$ cat src/rtl/mips_mem_arbiter_if.sv
// Bundle of the two requester ports and the single-ported memory bus that
// the arbiter sits between. The arbiter uses the master view; the
// environment (CPU ports plus memory slave) drives the other side.
interface mips_mem_arbiter_if;
  // instruction-fetch requester
  logic        i_read;
  logic [31:0] i_address;
  logic [31:0] i_readdata;
  logic        i_ack;
  // data requester
  logic        d_read;
  logic        d_write;
  logic [31:0] d_address;
  logic [31:0] d_writedata;
  logic [3:0]  d_byteenable;
  logic [31:0] d_readdata;
  logic        d_ack;
  // shared memory bus
  logic [31:0] address;
  logic        read;
  logic        write;
  logic [31:0] writedata;
  logic [3:0]  byteenable;
  logic        waitrequest;
  logic [31:0] readdata;
  logic        bus_error;

  modport master (
    input  i_read, i_address, d_read, d_write, d_address, d_writedata,
           d_byteenable, waitrequest, readdata,
    output i_readdata, i_ack, d_readdata, d_ack, address, read, write,
           writedata, byteenable, bus_error
  );

  modport slave (
    output i_read, i_address, d_read, d_write, d_address, d_writedata,
           d_byteenable, waitrequest, readdata,
    input  i_readdata, i_ack, d_readdata, d_ack, address, read, write,
           writedata, byteenable, bus_error
  );
endinterface

$ cat src/rtl/mips_mem_arbiter.sv
// Round-robin arbiter sharing one wait-request memory bus between the
// instruction-fetch and data ports of the MIPS CPU. Every output is a flop;
// a transaction takes at least two cycles (strobe cycle, then ack cycle).
// An optional watchdog aborts a transaction stuck on waitrequest.
module mips_mem_arbiter #(
  parameter int unsigned MAX_WAIT = 32'd0
) (
  input  logic                 clk,
  input  logic                 reset,
  mips_mem_arbiter_if.master   bus
);

  typedef enum logic [1:0] {
    IDLE   = 2'd0,
    BUSY_I = 2'd1,
    BUSY_D = 2'd2
  } state_t;

  localparam logic GRANT_I = 1'b0;
  localparam logic GRANT_D = 1'b1;

  state_t      state_q, state_d;
  logic        last_grant_q, last_grant_d;
  logic [31:0] wait_cnt_q, wait_cnt_d;
  logic [31:0] address_q, address_d;
  logic        read_q, read_d;
  logic        write_q, write_d;
  logic [31:0] writedata_q, writedata_d;
  logic [3:0]  byteenable_q, byteenable_d;
  logic [31:0] i_readdata_q, i_readdata_d;
  logic        i_ack_q, i_ack_d;
  logic [31:0] d_readdata_q, d_readdata_d;
  logic        d_ack_q, d_ack_d;
  logic        bus_error_q, bus_error_d;

  logic        i_elig;
  logic        d_elig;
  logic        grant_i;
  logic        grant_d;
  logic        busy;
  logic        complete;
  logic        timeout;
  logic [31:0] wait_inc;

  // Qualify requests (a port being acked this cycle is masked), pick the winner, decode end of transfer
  always_comb begin
    i_elig   = bus.i_read & ~i_ack_q;
    d_elig   = (bus.d_read | bus.d_write) & ~d_ack_q;
    busy     = (state_q != IDLE) & (read_q | write_q);
    wait_inc = wait_cnt_q + 32'd1;
    complete = busy & ~bus.waitrequest;
    timeout  = busy & bus.waitrequest & (MAX_WAIT != 32'd0) & (wait_inc >= MAX_WAIT);
    grant_i  = 1'b0;
    grant_d  = 1'b0;
    if (state_q == IDLE) begin
      if (i_elig && (!d_elig || (last_grant_q == GRANT_D))) begin
        grant_i = 1'b1;
      end else if (d_elig) begin
        grant_d = 1'b1;
      end else begin
        grant_i = 1'b0;
        grant_d = 1'b0;
      end
    end else begin
      grant_i = 1'b0;
      grant_d = 1'b0;
    end
  end

  // Next-state logic for the transaction FSM and the round-robin pointer
  always_comb begin
    state_d      = state_q;
    last_grant_d = last_grant_q;
    case (state_q)
      IDLE: begin
        if (grant_i) begin
          state_d      = BUSY_I;
          last_grant_d = GRANT_I;
        end else if (grant_d) begin
          state_d      = BUSY_D;
          last_grant_d = GRANT_D;
        end else begin
          state_d = IDLE;
        end
      end
      BUSY_I, BUSY_D: begin
        if (complete || timeout) begin
          state_d = IDLE;
        end else begin
          state_d = state_q;
        end
      end
      default: state_d = IDLE;
    endcase
  end

  // Next values of the registered bus strobes, acks, read data, watchdog and error flag
  always_comb begin
    address_d    = address_q;
    read_d       = read_q;
    write_d      = write_q;
    writedata_d  = writedata_q;
    byteenable_d = byteenable_q;
    i_readdata_d = i_readdata_q;
    d_readdata_d = d_readdata_q;
    i_ack_d      = 1'b0;
    d_ack_d      = 1'b0;
    bus_error_d  = bus_error_q;
    wait_cnt_d   = wait_cnt_q;
    if (grant_i) begin
      address_d    = {bus.i_address[31:2], 2'b00};
      read_d       = 1'b1;
      write_d      = 1'b0;
      byteenable_d = 4'b1111;
      wait_cnt_d   = 32'd0;
    end else if (grant_d) begin
      address_d    = {bus.d_address[31:2], 2'b00};
      byteenable_d = bus.d_byteenable;
      wait_cnt_d   = 32'd0;
      // a write wins over a simultaneous read
      if (bus.d_write) begin
        write_d     = 1'b1;
        read_d      = 1'b0;
        writedata_d = bus.d_writedata;
      end else begin
        write_d = 1'b0;
        read_d  = 1'b1;
      end
    end else if (complete || timeout) begin
      read_d  = 1'b0;
      write_d = 1'b0;
      if (timeout) begin
        bus_error_d = 1'b1;
      end else begin
        bus_error_d = bus_error_q;
      end
      // an aborted transfer returns zero instead of bus data
      if (state_q == BUSY_I) begin
        i_ack_d      = 1'b1;
        i_readdata_d = timeout ? 32'h0000_0000 : bus.readdata;
      end else begin
        d_ack_d = 1'b1;
        if (read_q) begin
          d_readdata_d = timeout ? 32'h0000_0000 : bus.readdata;
        end else begin
          d_readdata_d = d_readdata_q;
        end
      end
    end else if (busy && bus.waitrequest) begin
      wait_cnt_d = wait_inc;
    end else begin
      wait_cnt_d = wait_cnt_q;
    end
  end

  // State and output registers; reset drops the strobes immediately and discards any transfer
  always_ff @(posedge clk or posedge reset) begin
    if (reset) begin
      state_q      <= IDLE;
      last_grant_q <= GRANT_D;
      wait_cnt_q   <= 32'd0;
      address_q    <= 32'd0;
      read_q       <= 1'b0;
      write_q      <= 1'b0;
      writedata_q  <= 32'd0;
      byteenable_q <= 4'd0;
      i_readdata_q <= 32'd0;
      i_ack_q      <= 1'b0;
      d_readdata_q <= 32'd0;
      d_ack_q      <= 1'b0;
      bus_error_q  <= 1'b0;
    end else begin
      state_q      <= state_d;
      last_grant_q <= last_grant_d;
      wait_cnt_q   <= wait_cnt_d;
      address_q    <= address_d;
      read_q       <= read_d;
      write_q      <= write_d;
      writedata_q  <= writedata_d;
      byteenable_q <= byteenable_d;
      i_readdata_q <= i_readdata_d;
      i_ack_q      <= i_ack_d;
      d_readdata_q <= d_readdata_d;
      d_ack_q      <= d_ack_d;
      bus_error_q  <= bus_error_d;
    end
  end

  assign bus.address    = address_q;
  assign bus.read       = read_q;
  assign bus.write      = write_q;
  assign bus.writedata  = writedata_q;
  assign bus.byteenable = byteenable_q;
  assign bus.i_readdata = i_readdata_q;
  assign bus.i_ack      = i_ack_q;
  assign bus.d_readdata = d_readdata_q;
  assign bus.d_ack      = d_ack_q;
  assign bus.bus_error  = bus_error_q;

endmodule

$ cat src/flat_wrapper.sv
// flat-port wrapper written by rule: the top's interface ports become plain ports
module mips_mem_arbiter_flat 
#(
  parameter int unsigned MAX_WAIT = 32'd0
)
  (clk, reset, bus_i_read, bus_i_address, bus_d_read, bus_d_write, bus_d_address, bus_d_writedata, bus_d_byteenable, bus_waitrequest, bus_readdata, bus_i_readdata, bus_i_ack, bus_d_readdata, bus_d_ack, bus_address, bus_read, bus_write, bus_writedata, bus_byteenable, bus_bus_error);
  mips_mem_arbiter_if bus_i ();
  input  logic clk;
  input  logic reset;
  input wire logic [$bits(bus_i.i_read)-1:0] bus_i_read;
  input wire logic [$bits(bus_i.i_address)-1:0] bus_i_address;
  input wire logic [$bits(bus_i.d_read)-1:0] bus_d_read;
  input wire logic [$bits(bus_i.d_write)-1:0] bus_d_write;
  input wire logic [$bits(bus_i.d_address)-1:0] bus_d_address;
  input wire logic [$bits(bus_i.d_writedata)-1:0] bus_d_writedata;
  input wire logic [$bits(bus_i.d_byteenable)-1:0] bus_d_byteenable;
  input wire logic [$bits(bus_i.waitrequest)-1:0] bus_waitrequest;
  input wire logic [$bits(bus_i.readdata)-1:0] bus_readdata;
  output wire logic [$bits(bus_i.i_readdata)-1:0] bus_i_readdata;
  output wire logic [$bits(bus_i.i_ack)-1:0] bus_i_ack;
  output wire logic [$bits(bus_i.d_readdata)-1:0] bus_d_readdata;
  output wire logic [$bits(bus_i.d_ack)-1:0] bus_d_ack;
  output wire logic [$bits(bus_i.address)-1:0] bus_address;
  output wire logic [$bits(bus_i.read)-1:0] bus_read;
  output wire logic [$bits(bus_i.write)-1:0] bus_write;
  output wire logic [$bits(bus_i.writedata)-1:0] bus_writedata;
  output wire logic [$bits(bus_i.byteenable)-1:0] bus_byteenable;
  output wire logic [$bits(bus_i.bus_error)-1:0] bus_bus_error;
  assign bus_i.i_read = bus_i_read;
  assign bus_i.i_address = bus_i_address;
  assign bus_i.d_read = bus_d_read;
  assign bus_i.d_write = bus_d_write;
  assign bus_i.d_address = bus_d_address;
  assign bus_i.d_writedata = bus_d_writedata;
  assign bus_i.d_byteenable = bus_d_byteenable;
  assign bus_i.waitrequest = bus_waitrequest;
  assign bus_i.readdata = bus_readdata;
  assign bus_i_readdata = bus_i.i_readdata;
  assign bus_i_ack = bus_i.i_ack;
  assign bus_d_readdata = bus_i.d_readdata;
  assign bus_d_ack = bus_i.d_ack;
  assign bus_address = bus_i.address;
  assign bus_read = bus_i.read;
  assign bus_write = bus_i.write;
  assign bus_writedata = bus_i.writedata;
  assign bus_byteenable = bus_i.byteenable;
  assign bus_bus_error = bus_i.bus_error;
  mips_mem_arbiter #(.MAX_WAIT(MAX_WAIT)) u_core (.clk(clk), .reset(reset), .bus(bus_i));
endmodule
$ cat config.mk
export PLATFORM = sky130hd
export DESIGN_NAME = mips_mem_arbiter_flat
export DESIGN_NICKNAME = d
export VERILOG_FILES = /design/src/rtl/mips_mem_arbiter_if.sv /design/src/rtl/mips_mem_arbiter.sv /design/src/flat_wrapper.sv
export SDC_FILE = /design/constraint.sdc
export NUM_CORES = 1
export LEC_CHECK = 0
export CORE_UTILIZATION = 37
export DETAILED_ROUTE_END_ITERATION = 16
export HOLD_SLACK_MARGIN = 0.08
export PLACE_DENSITY = 0.77
export SETUP_SLACK_MARGIN = 0.4
export SYNTH_ARGS = -nofsm -noshare
export SYNTH_HDL_FRONTEND = slang
export SYNTH_SLANG_ARGS = --single-unit
$ cat constraint.sdc
create_clock -name clk -period 4.25 [get_ports clk]
set_input_delay 0.6375 -clock clk [delete_from_list [all_inputs] [get_ports clk]]
set_output_delay 0.6375 -clock clk [all_outputs]
set_load 0.05 [all_outputs]
==> impl_summary.md <==
Run status
The flow ran to the end, and the final reports show no timing, DRC or antenna violations.

Setup path
The worst setup path is launched from a register. The startpoint of the most critical register-to-register path is u_core.state_q[0]$_DFFE_PP0P_. Along the worst path, the maximum fanout reaches 31. The number of cells on the worst reg-to-reg path is 6.

In this run the worst setup path begins at u_core.state_q[0]$_DFFE_PP0P_. The arrival time of data at the critical path endpoint is just over 3 ns. The required time reported for the critical path endpoint is 4.54 ns. The setup path with the least slack is of type reg -> reg. STA classifies the critical path endpoint as a register.

GRT
The total overflow reported by the global router is 0. The number of global-route vias before repair came to 4825. The maximum number of pins on one net before global-route repair is 75. Across every metal layer, demand over resource in global routing totals 20.1%.

The first-pass GRT wire length is 25.2 mm. The initial antenna violation count is 0.

CTS
TritonCTS built the clock tree. The clock-pin slew on the worst setup and hold paths is 0.05 ns. For the worst-skew pair, the clock arrives at the later sink with an insertion delay of 0.41 ns. The number of buffers inserted to repair setup after CTS is 0. The buffer depth of the longest clock path is 2. Hold repair after CTS inserted 0 buffers. The clock buffer count from CTS is 17.

The total of cells resized after clock tree synthesis is 0. The clock sink count is about 140. The buffer cell driving the clock tree root is sky130_fd_sc_hd__clkbuf_16.

CTS built an H-tree with a depth of 4.

Place
At the end of routability-driven placement, the weighted congestion stood at roughly 0.75. After legalization and detailed placement, the total HPWL measured 11.0 mm. Buffers placed on the I/O ports in this run total 267.

Logic synthesis
In this run the biggest area consumer among cell types represents 58.7% of the synthesized area. The count of cell types in the netlist is 36. The synthesis warning total is 0.

Summed over all instances, the cell type with the most area after synthesis is sky130_fd_sc_hd__dfrtp_1. The average cell area after synthesis is 14.4 um2. Sorting the synthesized cells by area gives the leading types as sky130_fd_sc_hd__dfrtp_1, sky130_fd_sc_hd__mux2_2, sky130_fd_sc_hd__mux2_4, sky130_fd_sc_hd__a221o_1, sky130_fd_sc_hd__o211a_1. The post-synthesis cell area is 0.00579 mm2. The share of the Yosys chip area taken by registers is 59.2%. The synthesized instance count is 403.

The number of synthesized register bits is 137.

Route
The routed via count is 4455. For this run, design rule violations remaining after detail routing come to 0. The total detailed-routing wirelength is 15.6 mm.

The first routing iteration left 204 violations. The total iterations of the first detailed-routing run is 4. In this run the remaining antenna-violating nets after routing total 0.

Using the TritonRoute via totals, the vias-per-cell ratio works out to 5.02. The average wire per standard cell is ~18 um.

STA
Setup repair after global routing left no endpoint under its margin. Between clock sinks in the finished design, the worst skew comes to 0.0107 ns. The worst path uses about two thirds of the clock period.

The number of endpoints with negative hold slack in the final report is 0. The number of failing setup endpoints in the final timing report is 0. The final-report max-slew violation count is 0. The post-route setup TNS is 0 ns.

The worst hold slack is approximately 0.50 ns. Derived from the worst setup path, the maximum achievable clock frequency is 354 MHz. The final critical path time including I/O delays and setup is 2.83 ns.

For the pin with the worst max-slew slack, the measured transition is 1.14 ns. The worst slew margin relative to its limit is 23.9%.

Cells and area
The final antenna diode count is 0. The library cell used most frequently in the layout, excluding fill and tap cells, is sky130_fd_sc_hd__clkdlybuf4s50_1. Summing all flip-flop and latch instances after layout gives 0.00343 mm2.

The top cell types in the final layout, fill and taps aside, are sky130_fd_sc_hd__clkdlybuf4s50_1, sky130_fd_sc_hd__dfrtp_1, sky130_fd_sc_hd__mux2_2. The layout overhead on the synthesized area is 58.9%. The number of nets in the final layout is 805. The area of the multi-input gates is between 0.002 and 0.0025 mm2. Cells with a size suffix above 1 make up around a fifth of the layout. The count of filler cells inserted in the layout is 1185.

Floorplan
275 I/O pins were placed. The core outline area is 0.0153 mm2. The die covers 0.0162 mm2. Once the floorplan was initialized, standard cells occupied 38.0% of the core. Measured along the y axis, the die boundary spans approximately 130 um.

The die is 127 um wide. The number of rows in the core area is 45.

Power
In this run the power density over the cells is about 970 mW/mm2. Summed over all cells, the static leakage comes to 3.99 nW. VDD sags by at most 0.000509 V.

Min path
The hold-critical path depth is 1. The worst hold path startpoint is u_core.bus.d_readdata[22]$_DFFE_PP0P_. In this run the worst hold path is classified as reg -> reg.

Flow run
Across the run, the number of max-cap violations was 0.
-- sequential cells by signal, indices dropped and copies added, names as in the netlist --
register and count:
u_core.bus.d_readdata 32, u_core.bus.i_readdata 32, u_core.bus.writedata 32, u_core.bus.address 30, u_core.bus.byteenable 4, u_core.state_q 2, u_core.bus.d_ack 1, u_core.bus.i_ack 1
u_core.bus.read 1, u_core.bus.write 1, u_core.last_grant_q 1
-- kinds of logic after synthesis --
kind of cell,share of synthesized area [%]
other,0.0647
DFF,59.2
AOI/OAI and AO/OA,11.8
buffers and inverters,4.06
adders and majority gates,0.432
muxes,20.9
and+or+nand+nor,3.54
-- stage by stage --
| stage | setup slack (ns) | util (%) | cells | total power [mW] | area (um2) |
|---|---|---|---|---|---|
| 5_1_grt | 1.34 | 60.3 | 887 | 9.35 | 9210 |
| 6_report | 1.42 | 60.3 | 887 | 8.94 | 9210 |
| 4_1_cts | 1.42 | 60.3 | 887 | 9.01 | 9210 |
| 3_3_place_gp | 1.13 | 56.4 | 857 | 7.37 | 8610 |
| 3_5_place_dp | 1.08 | 56.4 | 857 | 7.47 | 8610 |
| 2_1_floorplan | 1.91 | - | 405 | 5.73 | 5810 |
-- where the power goes --
part | leakage (nW) | total, mW | switching, mW | internal, mW
clock | 0.281 | 1.50 | 0.534 | 0.963
combinational | 2.06 | 5.14 | 3.25 | 1.89
sequential | 1.65 | 2.30 | 0.345 | 1.95
total | 3.99 | 8.94 | 4.13 | 4.81
-- area by class of cell --
cell class                 count  area share [%]
clock inverter                 7            1.28
timing repair buffer         276            29.9
inverter                       6           0.285
clock buffer                  23            5.19
sequential                   137            37.3
tap                          211            2.87
multi-input combinational    227            23.2
-- cells in the mapped netlist, drive strengths merged --
| library cell | number |
|---|---|
| a211oi | 16 |
| a21oi | 1 |
| a221o | 14 |
| a31oi | 16 |
| and3 | 1 |
| and3b | 1 |
| buf | 16 |
| clkbuf | 19 |
| clkinv | 2 |
| conb | 1 |
| dfrtp | 136 |
| dfstp | 1 |
| ha | 2 |
| inv | 4 |
| mux2 | 96 |
| mux2i | 2 |
| nand3 | 23 |
| nand3b | 2 |
| nand4 | 1 |
| nor2 | 2 |
| nor4 | 1 |
| nor4b | 1 |
| o211a | 14 |
| o21a | 2 |
| o21ai | 22 |
| o21ba | 1 |
| o21bai | 1 |
| o311ai | 1 |
| o31ai | 2 |
| o32a | 1 |
| or4b | 1 |
-- path summary, 6_finish.rpt --
path	to	slack (ns)
worst min register to register	u_core.bus.d_readdata[22]$_DFFE_PP0P_	0.50
max in group asynchronous	u_core.last_grant_q$_DFFE_PP1P_	2.64
worst min-delay path	u_core.bus.d_readdata[22]$_DFFE_PP0P_	0.50
min in group asynchronous	u_core.bus.i_readdata[17]$_DFFE_PP0P_	0.74
worst max-delay path	u_core.bus.i_readdata[1]$_DFFE_PP0P_	1.42
worst max register to register	u_core.bus.i_readdata[1]$_DFFE_PP0P_	1.42
-- critical path, cell delays in order, from the launching register on --
cell                      delay [ns]
sky130_fd_sc_hd__dfrtp_1        0.35
sky130_fd_sc_hd__inv_1          0.06
sky130_fd_sc_hd__ha_1           0.19
sky130_fd_sc_hd__buf_4          0.24
sky130_fd_sc_hd__or4b_2         1.20
sky130_fd_sc_hd__buf_4          0.36
sky130_fd_sc_hd__mux2_4         0.30
-- routing by layer --
| metal | share of wire, % | GRT usage, % | wire (um) | vias to the layer above |
|---|---|---|---|---|
| met5 | 0 | 0 | 0 | - |
| met4 | 2.4 | 7.56 | 376 | 0 |
| met3 | 7.8 | 8.00 | 1220 | 29 |
| met2 | 48 | 32.5 | 7540 | 203 |
| met1 | 41 | 24.2 | 6470 | 2201 |
| li1 | - | - | - | 2022 |
No activity file was read; power rests on OpenSTA's default activity.
